`config.mk`:
```
export PLATFORM = sky130hd
export DESIGN_NAME = comparator_wide_serial
export DESIGN_NICKNAME = d
export VERILOG_FILES = /design/src/rtl/comparator_wide_serial.sv
export SDC_FILE = /design/constraint.sdc
export NUM_CORES = 1
export LEC_CHECK = 0
export BUFFER_PORTS_ARGS = -buffer_cell sky130_fd_sc_hd__buf_2
export CORE_ASPECT_RATIO = 1.1
export CORE_MARGIN = 3
export CORE_UTILIZATION = 53
export CTS_CLUSTER_DIAMETER = 60
export DETAILED_ROUTE_END_ITERATION = 7
export PLACE_DENSITY = 0.79
export SETUP_SLACK_MARGIN = 0.5
export SKIP_LAST_GASP = 1
export SLEW_MARGIN = 20
export SYNTH_ARGS = -nofsm -noshare
export SYNTH_HDL_FRONTEND = slang
export SYNTH_SLANG_ARGS = --single-unit
```
`constraint.sdc`:
```
create_clock -name clk -period 2.35 [get_ports clk]
set_clock_uncertainty 0.15 [all_clocks]
set_input_delay 0.3525 -clock clk [delete_from_list [all_inputs] [get_ports clk]]
set_output_delay 0.3525 -clock clk [all_outputs]
set_load 0.05 [all_outputs]
```
`src/rtl/comparator_wide_serial.sv`:
```
// ---------------------------------------------------------------------------
// comparator_wide_serial
//
// Byte-serial unsigned magnitude comparator for wide operands. A start request
// latches both operands and the cascade triple {l,e,g}. The operands are then
// compared one byte per clock, starting with the most significant byte. The
// compare stops at the first unequal byte. If every byte is equal, the latched
// cascade triple is passed through unmodified. This matches the behaviour of
// the 8-bit comparator stage that sits downstream.
//
// Parameters
//   NBYTES  operand width in bytes (>=1), W = 8*NBYTES
//   IDXW    width of the byte index counter, 2**IDXW >= NBYTES
//
// Ports
//   clk    rising-edge clock
//   rst    synchronous, active-high reset
//   start  compare request, accepted only in IDLE or DONE
//   A, B   unsigned operands, sampled together with start
//   l/e/g  cascade less/equal/greater, sampled together with start
//   busy   high while the compare is in progress
//   done   one-cycle pulse; lt/et/gt are valid from this cycle on
//   lt     A < B
//   et     A == B, qualified by the cascade input
//   gt     A > B
// ---------------------------------------------------------------------------
module comparator_wide_serial #(
  parameter int NBYTES = 4,
  parameter int IDXW   = 2
) (
  input  logic                  clk,
  input  logic                  rst,
  input  logic                  start,
  input  logic [8*NBYTES-1:0]   A,
  input  logic [8*NBYTES-1:0]   B,
  input  logic                  l,
  input  logic                  e,
  input  logic                  g,
  output logic                  busy,
  output logic                  done,
  output logic                  lt,
  output logic                  et,
  output logic                  gt
);

  localparam int W = 8 * NBYTES;
  localparam logic [IDXW-1:0] LAST_IDX = IDXW'(NBYTES - 1);

  typedef enum logic [1:0] {
    IDLE = 2'd0,
    CMP  = 2'd1,
    DONE = 2'd2
  } state_t;

  state_t          state;
  logic [W-1:0]    a_sh;
  logic [W-1:0]    b_sh;
  logic [2:0]      casc;
  logic [IDXW-1:0] idx;
  logic [7:0]      a_byte;
  logic [7:0]      b_byte;

  // The operand copies are shifted left after each equal byte. Because of
  // this, the byte under test is always the top byte, and no variable-index
  // mux is needed.
  assign a_byte = a_sh[W-1 -: 8];
  assign b_byte = b_sh[W-1 -: 8];

  // The FSM and all outputs are registered. done is set only on the
  // transition into DONE. A reset abandons any compare in flight without
  // producing a done pulse.
  always_ff @(posedge clk) begin
    if (rst) begin
      state <= IDLE;
      idx   <= '0;
      a_sh  <= '0;
      b_sh  <= '0;
      casc  <= '0;
      busy  <= 1'b0;
      done  <= 1'b0;
      lt    <= 1'b0;
      et    <= 1'b0;
      gt    <= 1'b0;
    end else begin
      case (state)
        IDLE, DONE: begin
          done <= 1'b0;
          if (start) begin
            a_sh          <= A;
            b_sh          <= B;
            casc          <= {l, e, g};
            idx           <= '0;
            {lt, et, gt}  <= 3'b000;
            busy          <= 1'b1;
            state         <= CMP;
          end else begin
            // Results are held here until the next accepted start.
            state <= IDLE;
          end
        end

        CMP: begin
          if (a_byte > b_byte) begin
            {lt, et, gt} <= 3'b001;
            busy         <= 1'b0;
            done         <= 1'b1;
            state        <= DONE;
          end else if (a_byte < b_byte) begin
            {lt, et, gt} <= 3'b100;
            busy         <= 1'b0;
            done         <= 1'b1;
            state        <= DONE;
          end else if (idx == LAST_IDX) begin
            // All bytes are equal, so the cascade triple decides the result.
            // Illegal triples are passed through unmodified.
            {lt, et, gt} <= casc;
            busy         <= 1'b0;
            done         <= 1'b1;
            state        <= DONE;
          end else begin
            idx  <= idx + 1'b1;
            a_sh <= a_sh << 8;
            b_sh <= b_sh << 8;
          end
        end

        default: begin
          state <= IDLE;
          busy  <= 1'b0;
          done  <= 1'b0;
        end
      endcase
    end
  end

endmodule

```
==> results.txt, run 1 <==
The final critical delay including setup and external delays came out at 2.18 ns. The number of antenna violations at the first check in global routing came out at 0. The boundary pin count came out at 75. The global routing usage on met3 came out at 0.0479. The number of nets still failing antenna checks after routing came out at 0. The layout-stage area growth over the synthesis result is 36.8%. At the placement stage, the worst setup path has a slack of 0.153 ns. The routed length per instance came out at 19.6 µm. The worst path setup slack after routing is 0.171 ns. The TritonCTS buffer count came out at 9. The critical path in this run is classified as reg -> reg. No sink is reached through more buffers than the 2 on the longest clock path.

The total clock sinks came out at 76. Using the TritonRoute via totals, the vias-per-cell ratio works out to 5.90. For this design, the slowest cell found on the critical path is sky130_fd_sc_hd__dfxtp_2. The first detailed-routing pass took 4 iterations. The peak per-stage delay on the critical path came out at 0.36 ns. The cell area after technology mapping is 3280 µm². Port buffering added 74 buffers.

The pin slew with the least headroom to its limit came out at 0.751 ns. The total overflow left after global routing is 0. Detailed routing inserted a total of 2708 vias. The signal on the critical path passes through inv_2 > ha_4 > nor2b_4 > o211a_4 > o311ai_4 > and2_4 > buf_12 > buf_16 > o2bb2ai_4.

The run finished with clean final reports. The floorplan die height came out at 88.5 µm. The final core utilization is 0.762.

At the worst endpoint, the required time is 2.48 ns. The area enclosed by the die boundary came out at 7160 µm². For this run, the total global-route usage over all layers was measured as 0.238. The count of inserted antenna diode cells is 0. The number of distinct library cells after synthesis is 35. The capturing element type of the critical path is a flip-flop. The family with the most delay on the worst path is compound AO/OA/AOI/OAI gates. In the final layout, the share of cells above drive strength 1 is 0.479. The final layout contains routed wiring with a total length of 9000 µm. For this run, the post-layout net count is 456. The highest fanout seen on the critical path came out at 8. The final hold violation count came out at 0.

The relative max-transition margin is 0.498. The average size of a mapped cell is 11.5 µm². The gate count of the mapped netlist is 285. The flip-flop and latch count after synthesis is 76. The die span in x came out at 81.0 µm. The first global-routing pass estimated 13000 µm of wire. The number of max-slew violations in the final report is 0. The floorplan step defined a core boundary enclosing 5880 µm². TritonCTS built the clock tree. In the global route stage, met2 resource usage came out at 0.384. The maximum ir drop on the vdd rail is 0.000637 V. The number of DRC violations after detailed-routing iteration 0 came out at 243. Setup violations remaining at the end of the flow were counted as 0. The power per unit of standard cell area came out at 775 nW/µm². The via count of the first global-routing pass is 2700. The kind of start point of the critical path is a flip-flop.

The max-cap check violation count is 0. Entering global routing, the biggest net connects 26 pins. The share of the Yosys chip area taken by registers is 0.464. The starting utilization of the core area came out at 0.557. The clock input transition at the sequential cells of the worst setup and hold paths is 0.08 ns. The net count after synthesis came out at 364.

For this run, the leading register cell type out of synthesis is sky130_fd_sc_hd__dfxtp_1. The worst hold path belongs to the class in -> reg. The worst hold-check slack is 0.0589 ns. The congestion estimate from routability-driven global placement came to 0.841. The buffer and inverter count on the worst path is 3. Counting flops with an async set or reset pin after synthesis yields a share of 0. Setup repair after global routing could not meet its margin everywhere. The root buffer cell is sky130_fd_sc_hd__clkbuf_8. The achievable clock frequency came out at 0.459 GHz. In this run, synthesis inferred 0 flip-flops with an integrated enable. Clock latency on the worst-skew pair, taken at its later pin, is 0.35 ns. The leakage power of the design is 2.07 nW. The met1 track demand over resource in global routing came out at 0.306. Hold repair after CTS inserted 0 buffers.

The number of warnings printed during yosys synthesis came out at 0. The peak-usage layer in the global routing report is met2. In the finished design, the share of the clock period the worst path needs comes to 0.927. The H-tree was split into 3 levels. In the final timing run, aggregate negative setup slack is 0 ns. For this run, design rule violations remaining after detail routing come to 0. The post-DP HPWL came out at 4980 µm.

The signal arrival time at the worst endpoint is 2.31 ns. The floorplan row count is 29.
-- cell type report --
type                       instances  area [µm²]
fill                             379        1400
clock buffer                      12         165
tap                               77        96.3
multi-input combinational        178        1870
sequential                        76        1530
clock inverter                     4        70.1
inverter                          10        37.5
timing repair buffer             102         712
-- cell usage in the layout, fill, tap and decap left out, types with 3 or more instances in the layout --
cell                        instances
sky130_fd_sc_hd__inv_1              3
sky130_fd_sc_hd__o2bb2ai_1         25
sky130_fd_sc_hd__ha_4               7
sky130_fd_sc_hd__clkbuf_8          12
sky130_fd_sc_hd__o2bb2ai_2         22
sky130_fd_sc_hd__nand2_1           10
sky130_fd_sc_hd__nor3_2             3
sky130_fd_sc_hd__buf_12             5
sky130_fd_sc_hd__buf_2             74
sky130_fd_sc_hd__buf_4             17
sky130_fd_sc_hd__inv_2              7
sky130_fd_sc_hd__a22o_1            16
sky130_fd_sc_hd__nor2_1             6
sky130_fd_sc_hd__buf_6              3
sky130_fd_sc_hd__mux2i_1           48
sky130_fd_sc_hd__dfxtp_1           68
sky130_fd_sc_hd__dfxtp_2            7
sky130_fd_sc_hd__a21oi_1            7
-- where the power goes --
group | total (mW) | switching (mW) | internal [mW]
logic | 0.837 | 0.425 | 0.412
clock network | 1.17 | 0.486 | 0.682
registers | 1.47 | 0.0759 | 1.39
-- kinds of logic (layout without fill, tap and decap cells) --
family / after synthesis / after routing / synth area share
adders and majority gates: 9 / 9 / 0.0344
AOI/OAI and AO/OA: 86 / 86 / 0.237
muxes: 48 / 48 / 0.147
and+or+nand+nor: 35 / 35 / 0.0607
DFF: 76 / 76 / 0.464
buffers and inverters: 31 / 128 / 0.0573
-- worst reg2reg max path, stage by stage, from the launching register on --
cell and delay [ns]:
sky130_fd_sc_hd__dfxtp_2 0.36, sky130_fd_sc_hd__inv_2 0.05, sky130_fd_sc_hd__ha_4 0.22, sky130_fd_sc_hd__nor2b_4 0.13, sky130_fd_sc_hd__o211a_4 0.25, sky130_fd_sc_hd__o311ai_4 0.29
sky130_fd_sc_hd__and2_4 0.28, sky130_fd_sc_hd__buf_12 0.14, sky130_fd_sc_hd__buf_16 0.13, sky130_fd_sc_hd__o2bb2ai_4 0.11
-- layer usage --
layer,routed length [µm],vias to the layer above,part of all wire
met5,0,-,0
met1,3700,1314,0.41
met3,493,28,0.055
li1,-,1264,-
met2,4500,102,0.50
met4,308,0,0.034
-- cell usage after synthesis (2+ instances only) --
cell | count | area, µm²
sky130_fd_sc_hd__a21o_1 | 3 | 22.5
sky130_fd_sc_hd__a21oi_1 | 9 | 45.0
sky130_fd_sc_hd__a22o_1 | 16 | 140
sky130_fd_sc_hd__buf_2 | 6 | 30.0
sky130_fd_sc_hd__buf_6 | 7 | 78.8
sky130_fd_sc_hd__clkbuf_1 | 7 | 26.3
sky130_fd_sc_hd__dfxtp_1 | 76 | 1520
sky130_fd_sc_hd__ha_1 | 9 | 113
sky130_fd_sc_hd__inv_1 | 10 | 37.5
sky130_fd_sc_hd__mux2i_1 | 48 | 480
sky130_fd_sc_hd__nand2_1 | 10 | 37.5
sky130_fd_sc_hd__nand2b_1 | 3 | 18.8
sky130_fd_sc_hd__nor2_1 | 8 | 30.0
sky130_fd_sc_hd__nor2b_1 | 3 | 18.8
sky130_fd_sc_hd__nor3_1 | 3 | 15.0
sky130_fd_sc_hd__o2bb2ai_1 | 38 | 333
sky130_fd_sc_hd__o2bb2ai_2 | 10 | 150
sky130_fd_sc_hd__or3_1 | 2 | 12.5
-- through the flow --
stage	cell area, µm²	power (mW)	instances
global route	4480	3.60	459
global placement	3810	2.05	425
detailed placement	3810	2.07	425
finish	4480	3.47	459
floorplan	3370	1.90	285
CTS	4320	3.32	451
-- worst paths after layout --
path / startpoint / end / slack (ns) / cells past startpoint
setup reg to reg: b_sh[25] / b_sh[31] / 0.17 / 9
hold / removal: B[0] / b_sh[0] / 0.06 / 2
setup / recovery: b_sh[25] / b_sh[31] / 0.17 / 9
hold reg to reg: b_sh[30] / b_sh[30] / 0.31 / 1
-- state kept, by name, summed over array words and instances, names as in the netlist --
signal,flops
a_sh,32
b_sh,32
casc,3
idx,2
state,2
busy,1
done,1
et,1
gt,1
lt,1
-- what timing repair did --
item                                    in CTS  in global routing
endpoints found under the hold margin        0                  0
pin swaps                                   13                 16
resized for setup                           28                 20
endpoints found under the setup margin      70                 73
gates cloned                                 2                  1
buffers inserted                             8                  7
Note: power is estimated with default switching activity, not from simulation.
==> run 2, diff against run 1 <==
- SETUP_SLACK_MARGIN: 0.5 -> 0.02
==> run 2 against run 1 <==
Cell area decreased by 11%. Via count decreased by 10%. Critical path depth decreased by 1. Flip-flop and latch count unchanged. Critical path type unchanged.
==> results.txt, run 2 (same netlist as run 1, synthesis figures left out) <==
The fraction of layout instances using a drive strength above 1 is 0.322 (-0.157). The clock input transition at the sequential cells of the worst setup and hold paths came out at 0.07 ns (about the same). The CTS H-tree depth came out at 3 (unchanged). The leakage power of the design came out at 1.90 nW (-8.2%). The kind of cell with the highest combined delay along the critical path is compound AO/OA/AOI/OAI gates. The number of setup violations in the final report came out at 0 (unchanged). The layout filler cell count came out at 477 (+26%). The deepest clock path buffer count came to 2 (unchanged).

The post-DP HPWL was 4720 µm (-5.2%). The signal on the critical path passes through inv_1 > ha_1 > nor2b_1 > o211a_1 > o311ai_2 > and2_4 > buf_12 > o2bb2ai_1. The max-cap check violation count came to 0 (unchanged).

The net count reported at finish was 440 (-3.5%). The root buffer cell is sky130_fd_sc_hd__clkbuf_8. Setup repair after global routing left no endpoint under its margin. The number of max-slew violations in the final report is 0 (unchanged).

The worst setup path is launched from a flip-flop. The die span in x is 81.0 µm (unchanged). The detailed-route vias per instance came out at 5.48 (-7.1%).

The pin slew with the least headroom to its limit came to 0.455 ns (-0.296 ns). The maximum number of pins on one net before global-route repair came to 34 (+31%). The number of antenna violations at the first check in global routing was 0 (unchanged). The flow ran to the end, and the final reports show no timing, DRC or antenna violations. The global-route usage over all layers came out at 0.207 (-0.0308). The largest registers in the layout are a_sh x32, b_sh x32, casc x3.

The setup path with the least slack is of type reg -> reg. The core region area came out at 5880 µm² (unchanged). The highest fanout seen on the critical path came out at 33 (+25).

The final cycle utilization of the critical path was 0.946 (+0.0186). The final core utilization came to 0.676 (-0.0860). The sum of routed wire segments on met1 is 2920 µm (-21%). The count of buffers inserted at the top-level ports is 74 (unchanged). The routed length per instance is 15.1 µm (-23%). The count of inserted antenna diode cells came out at 0 (unchanged). The capturing element type of the critical path is a flip-flop.

TritonCTS built the clock tree. The count of TritonRoute iterations in the first routing pass is 4 (unchanged). The achievable clock frequency came out at 0.450 GHz (-2.0%). The library cell used most frequently in the layout, excluding fill and tap cells, is sky130_fd_sc_hd__dfxtp_1. The DRC violations left is 0 (unchanged). The met2 wire length came out at 3330 µm (-26%). The total via count after detailed routing is 2428 (-10%). The data required time of the worst path is 2.47 ns (about the same). The accumulated negative setup slack is 0 ns (unchanged). The floorplan die height is 88.5 µm (unchanged). The maximum ir drop on the vdd rail was 0.000452 V (-29%). The final wirelength is 6690 µm (-26%). The wire length of the first global-routing pass came out at 11400 µm (-13%).

The signal arrival time at the worst endpoint is 2.34 ns (+0.03 ns). The remaining global-route overflow came to 0 (unchanged). The slowest stage of the critical path belongs to the cell sky130_fd_sc_hd__dfxtp_1. The peak per-stage delay on the critical path came to 0.33 ns (-0.03 ns). The final weighted congestion in routability-driven placement is 0.882 (+5.0%).

The starting utilization of the core area is 0.557 (unchanged). The relative max-transition margin came to 0.695 (+0.197). The number of DRC violations after detailed-routing iteration 0 came out at 117 (-52%).

The layout-stage area growth over the synthesis result came out at 21.3%. The total met3 wirelength after detailed routing is 324 µm (-34%). The clock insertion delay at the later pin of the skew report came out at 0.35 ns (about the same).

Signal routing reaches up to met4. The final critical delay including setup and external delays came out at 2.22 ns (+0.0438 ns). The number of nets still failing antenna checks after routing was 0 (unchanged).

The boundary pin count came out at 75 (unchanged). The area enclosed by the die boundary came out at 7160 µm² (unchanged). The TritonCTS buffer count came out at 9 (unchanged). The buffer and inverter count on the worst path came out at 2 (-1). The total clock sinks is 76 (unchanged). The power per unit of standard cell area is 780 nW/µm² (+0.69%). The via count of the first global-routing pass came to 2519 (-6.7%). In the layout the commonest cells are 76 x sky130_fd_sc_hd__dfxtp_1, 74 x sky130_fd_sc_hd__buf_2, 48 x sky130_fd_sc_hd__mux2i_1, 38 x sky130_fd_sc_hd__o2bb2ai_1, 16 x sky130_fd_sc_hd__a22o_1. The path class of the tightest hold or removal check is in -> reg.

The final hold violation count came out at 0 (unchanged). The floorplan row count came out at 29 (unchanged).
run 2: per-stage QoR:
stage	cell area, µm²	instances	worst slack, ns	hold WS (ns)	power [mW]
finish	3980	443	0.127	0.0580	3.10
global route	3980	443	0.0124	0.0500	3.25
CTS	3960	441	0.124	0.0411	3.12
detailed placement	3740	425	0.173	0.296	2.03
global placement	3740	425	0.223	0.293	2.02
floorplan	3280	285	0.273	0.282	1.87
run 2: power by group:
part | leakage [nW] | switching, mW | total [mW] | internal, mW
clock network | 0.107 | 0.461 | 1.09 | 0.626
registers | 0.624 | 0.0595 | 1.45 | 1.39
logic | 1.17 | 0.299 | 0.566 | 0.267
total | 1.90 | 0.820 | 3.10 | 2.28
run 2: final cells by class:
type	count	area, µm²	share of cell area
timing repair buffer	86	523	0.132
multi-input combinational	178	1580	0.397
sequential	76	1520	0.383
tap	77	96.3	0.0242
clock inverter	4	72.6	0.0183
inverter	10	37.5	0.00944
clock buffer	12	145	0.0365
run 2: final timing paths:
kind                 start       end  slack, ns  depth (start not counted)
setup / recovery  b_sh[25]  a_sh[15]       0.13                          8
hold / removal        A[0]   a_sh[0]       0.06                          2
setup reg to reg  b_sh[25]  a_sh[15]       0.13                          8
hold reg to reg   b_sh[12]  b_sh[12]       0.31                          1
run 2: what timing repair did:
| action | CTS | global route |
|---|---|---|
| resized for setup | 0 | 1 |
| setup buffers | 0 | 2 |
| hold buffers | 0 | 0 |
| endpoints found under the setup margin | 0 | 65 |
run 2: metal layers:
metal  GRT usage  vias to the layer above
met4      0.0906                        0
li1            -                     1228
met5           0                        -
met3      0.0499                       11
met1       0.244                     1131
met2       0.358                       58
run 2: worst reg2reg max path, cell delays in order, from the launching register on:
cell                        delay [ns]
sky130_fd_sc_hd__dfxtp_1          0.33
sky130_fd_sc_hd__inv_1            0.05
sky130_fd_sc_hd__ha_1             0.29
sky130_fd_sc_hd__nor2b_1          0.15
sky130_fd_sc_hd__o211a_1          0.24
sky130_fd_sc_hd__o311ai_2         0.32
sky130_fd_sc_hd__and2_4           0.24
sky130_fd_sc_hd__buf_12           0.20
sky130_fd_sc_hd__o2bb2ai_1        0.17
==> run 3, diff against run 2 <==
- ABC_AREA: unset -> 1
- CAP_MARGIN: unset -> 15
- CORE_UTILIZATION: 53 -> 54
==> run 3 against run 2 <==
Sequential power hardly changed. Die area grew 7.4%. Register-to-register slack better by 0.09 ns. Hold slack improved by 0.021 ns. Via count is 43% higher. Largest power group unchanged. Synthesized area grew 10%. Non-clock buffer count shrank 2. Clock-buffer cell count grew 1.
==> results.txt, run 3 <==
The run finished with clean final reports. The number of max-slew violations in the final report is 0 (unchanged). The floorplan die height is 91.7 µm (+3.7%). The largest total area in the synthesized netlist belongs to sky130_fd_sc_hd__dfxtp_1. The global-route usage over all layers is 0.214 (+0.00697). The dominant cell by count in the synthesized netlist is sky130_fd_sc_hd__nand2_1. Setup repair after global routing left no endpoint under its margin. The clock input transition at the sequential cells of the worst setup and hold paths came to 0.07 ns (about the same).

The total via count after detailed routing came out at 3481 (+43%). The final weighted congestion in routability-driven placement came out at 0.793 (-10%). The most used flip-flop cell after synthesis is sky130_fd_sc_hd__dfxtp_1. The via count of the first global-routing pass came out at 3174 (+26%). The boundary pin count is 75 (unchanged). The routed length per instance came to 11.7 µm (-23%).

The most frequent standard cell in the layout excluding fill and tap cells is sky130_fd_sc_hd__nand2_1. The commonest cells after synthesis are 233 x sky130_fd_sc_hd__nand2_1, 134 x sky130_fd_sc_hd__nand3_1, 76 x sky130_fd_sc_hd__dfxtp_1. The gate count of the mapped netlist came out at 546 (+92%). The detailed-route vias per instance is 5.07 (-7.4%). The share of the synthesized area in compound gates (AO/OA/AOI/OAI) is 0.0146 (-0.222).

The flip-flop and latch count after synthesis was 76 (unchanged). The number of warnings printed during yosys synthesis is 0 (unchanged). By area, the combinational part of the netlist is dominated by simple AND/OR/NAND/NOR gates. The final cycle utilization of the critical path is 0.908 (-0.0383).

The mux share of post-synthesis cell area is 0 (-0.147). The quantity of gates resized following cts is 0 (unchanged). The cell area after technology mapping is 3610 µm² (+10%). The post-place setup slack is 0.181 ns (+0.00801 ns). The post-DP HPWL is 5480 µm (+16%).

The remaining global-route overflow is 0 (unchanged). The core region area is 6310 µm² (+7.3%). The final wirelength came out at 8010 µm (+20%). In this run the clock root is driven by a sky130_fd_sc_hd__clkbuf_8.

The share of total power in the clock network was 0.309 (-0.041). The count of inserted antenna diode cells is 0 (unchanged). The type of the tightest min-delay check is in -> reg. The wire length of the first global-routing pass is 13700 µm (+20%). The DRC violations left came out at 0 (unchanged).

The fraction of layout instances using a drive strength above 1 came to 0.173 (-0.149). Compared with the post-synthesis result, the final layout area differs by 15.9%. The maximum number of pins on one net before global-route repair came out at 139 (+310%). The TritonCTS buffer count is 9 (unchanged). The number of antenna violations at the first check in global routing came to 0 (unchanged). The number of setup violations in the final report came to 0 (unchanged). The worst path setup slack after routing is 0.217 ns (+0.0900 ns). The deepest clock path buffer count is 2 (unchanged). The net count after synthesis came out at 625 (+72%).

The final core utilization is 0.663 (-0.0138). The data required time of the worst path is 2.43 ns (-0.04 ns). The share of synthesized cell area in full adder, half adder and majority cells came out at 0.0312 (-0.00314).

The cell-internal power is 2.02 mW (-12%). The switching fraction of total power came to 0.293 (+0.0291). The starting utilization of the core area came out at 0.572 (+0.0144).

The count of buffers inserted at the top-level ports is 74 (unchanged). The die span in x came out at 83.9 µm (+3.6%). The share of the synthesized netlist area taken by xor and xnor gates came out at 0 (unchanged). The total clock sinks came out at 76 (unchanged). The count of TritonRoute iterations in the first routing pass came out at 5 (+1).

Sorting the synthesized cells by area gives the leading types as sky130_fd_sc_hd__dfxtp_1 42%, sky130_fd_sc_hd__nand2_1 24%, sky130_fd_sc_hd__nand3_1 19%. The TritonCTS clock tree is yes. The async set-reset flop share out of synthesis was 0 (unchanged).

The fraction of synthesized cell area taken by the top area cell type is 0.422 (-0.0424). The critical path is of the reg -> reg type. The share of synthesized area occupied by flip-flops and latches is 0.422 (-0.0424). The achievable clock frequency came out at 0.469 GHz (+4.2%). The area enclosed by the die boundary is 7700 µm² (+7.4%). The CTS H-tree depth came out at 3 (unchanged). The library cells used most frequently in the layout, excluding fill and tap cells, are 233 x sky130_fd_sc_hd__nand2_1, 134 x sky130_fd_sc_hd__nand3_1, 76 x sky130_fd_sc_hd__dfxtp_1, 74 x sky130_fd_sc_hd__buf_2, 21 x sky130_fd_sc_hd__nor2_1. The floorplan row count was 30 (+3.4%).

The average size of a mapped cell is 6.60 µm² (-43%). The final hold violation count is 0 (unchanged). The maximum ir drop on the vdd rail was 0.000462 V (+2.3%). The post-synthesis share of cell area spent on and, or, nand and nor gates came out at 0.461 (+0.400). The number of flops mapped to enable cells by yosys came out at 0 (unchanged). The sequential fraction of design power is 0.502 (+0.035). The overall power consumption is 2.85 mW (-8.1%). The highest fanout seen on the critical path was 36 (+9.1%). The switching component of the power is 0.837 mW (+2.1%).

The relative max-transition margin is 0.608 (-0.0875). The leakage power of the design came out at 2.28 nW (+20%). The clock insertion delay at the later pin of the skew report came out at 0.35 ns (about the same). The max-cap check violation count came to 0 (unchanged). The net count reported at finish came out at 681 (+55%). The accumulated negative setup slack came out at 0 ns (unchanged).

The relative contribution of combinational cells to total power is 0.189 (+0.006). The number of nets still failing antenna checks after routing came out at 0 (unchanged). The number of DRC violations after detailed-routing iteration 0 was 250 (+110%).

The worst setup path is launched from a flip-flop. The layout filler cell count came to 587 (+23%). In the final layout, the registers with the most flip-flops are a_sh x32, b_sh x32, casc x3. The pin slew with the least headroom to its limit is 0.587 ns (+0.132 ns).

The number of distinct library cells after synthesis is 19 (-46%). STA classifies the critical path endpoint as a flip-flop. The signal arrival time at the worst endpoint is 2.22 ns (-0.12 ns). The cts-stage hold buffer count is 0 (unchanged). The power per unit of standard cell area is 683 nW/µm² (-13%).

The post-CTS setup repair buffer count came out at 0 (unchanged). The final critical delay including setup and external delays is 2.13 ns (-0.0900 ns).
run 3: cell count changes in the layout (fill, tap and decap cells not counted), sizes merged, moves of 8 or more:
cell	delta
a22o	-16
inv	+8
mux2i	-48
nand2	+224
nand3	+133
nor2	+14
o2bb2ai	-48
run 3: cells by family after synthesis:
logic type               count (synthesis)
flip-flops                              76
AO/OA/AOI/OAI                           10
buffers and inverters                   58
adder cells (fa/ha/maj)                  9
AND/OR/NAND/NOR                        393
run 3: cell type report:
cell class	instances	area (µm²)	share of cell area
multi-input combinational	412	1830	0.438
clock inverter	2	10.0	0.00240
timing repair buffer	84	483	0.116
sequential	76	1520	0.364
inverter	19	73.8	0.0177
clock buffer	13	159	0.0380
tap	80	100	0.0240
run 3: power groups by stage:
stage | clock network [mW] | registers [mW] | logic, mW
2_1_floorplan | 0 | 1.48 | 0.357
3_3_place_gp | 0 | 1.46 | 0.525
3_5_place_dp | 0 | 1.46 | 0.538
4_1_cts | 0.895 | 1.43 | 0.539
5_1_grt | 0.948 | 1.44 | 0.611
6_report | 0.882 | 1.43 | 0.538
run 3: final timing paths:
| path | startpoint | endpoint | slack, ns | depth (start not counted) |
|---|---|---|---|---|
| worst max-delay path | b_sh[31] | b_sh[4] | 0.22 | 12 |
| worst max register to register | b_sh[31] | b_sh[4] | 0.22 | 12 |
| worst min register to register | a_sh[17] | a_sh[17] | 0.31 | 2 |
| worst min-delay path | A[3] | a_sh[3] | 0.08 | 3 |
run 3: critical path, cell delays in order (launching register included):
cell and delay, ns:
sky130_fd_sc_hd__dfxtp_1 0.33, sky130_fd_sc_hd__inv_1 0.04, sky130_fd_sc_hd__ha_1 0.29, sky130_fd_sc_hd__nand2_1 0.07
sky130_fd_sc_hd__nor2_1 0.14, sky130_fd_sc_hd__nand4_1 0.17, sky130_fd_sc_hd__clkinv_1 0.12, sky130_fd_sc_hd__nand3_1 0.13
sky130_fd_sc_hd__nand2_4 0.17, sky130_fd_sc_hd__inv_2 0.09, sky130_fd_sc_hd__buf_12 0.18, sky130_fd_sc_hd__nand3_1 0.09
sky130_fd_sc_hd__nand2_1 0.06
run 3: through the flow:
step | instances | instance area, µm² | hold slack, ns
finish | 686 | 4180 | 0.0793
global route | 686 | 4180 | 0.0728
CTS | 686 | 4170 | 0.0753
detailed placement | 671 | 4010 | 0.308
global placement | 671 | 4010 | 0.299
floorplan | 546 | 3610 | 0.275
run 3: routing by layer:
metal	GRT usage	routed length (µm)
met5	0	0
met4	0.0912	140
met3	0.0377	337
met2	0.365	3820
met1	0.265	3720
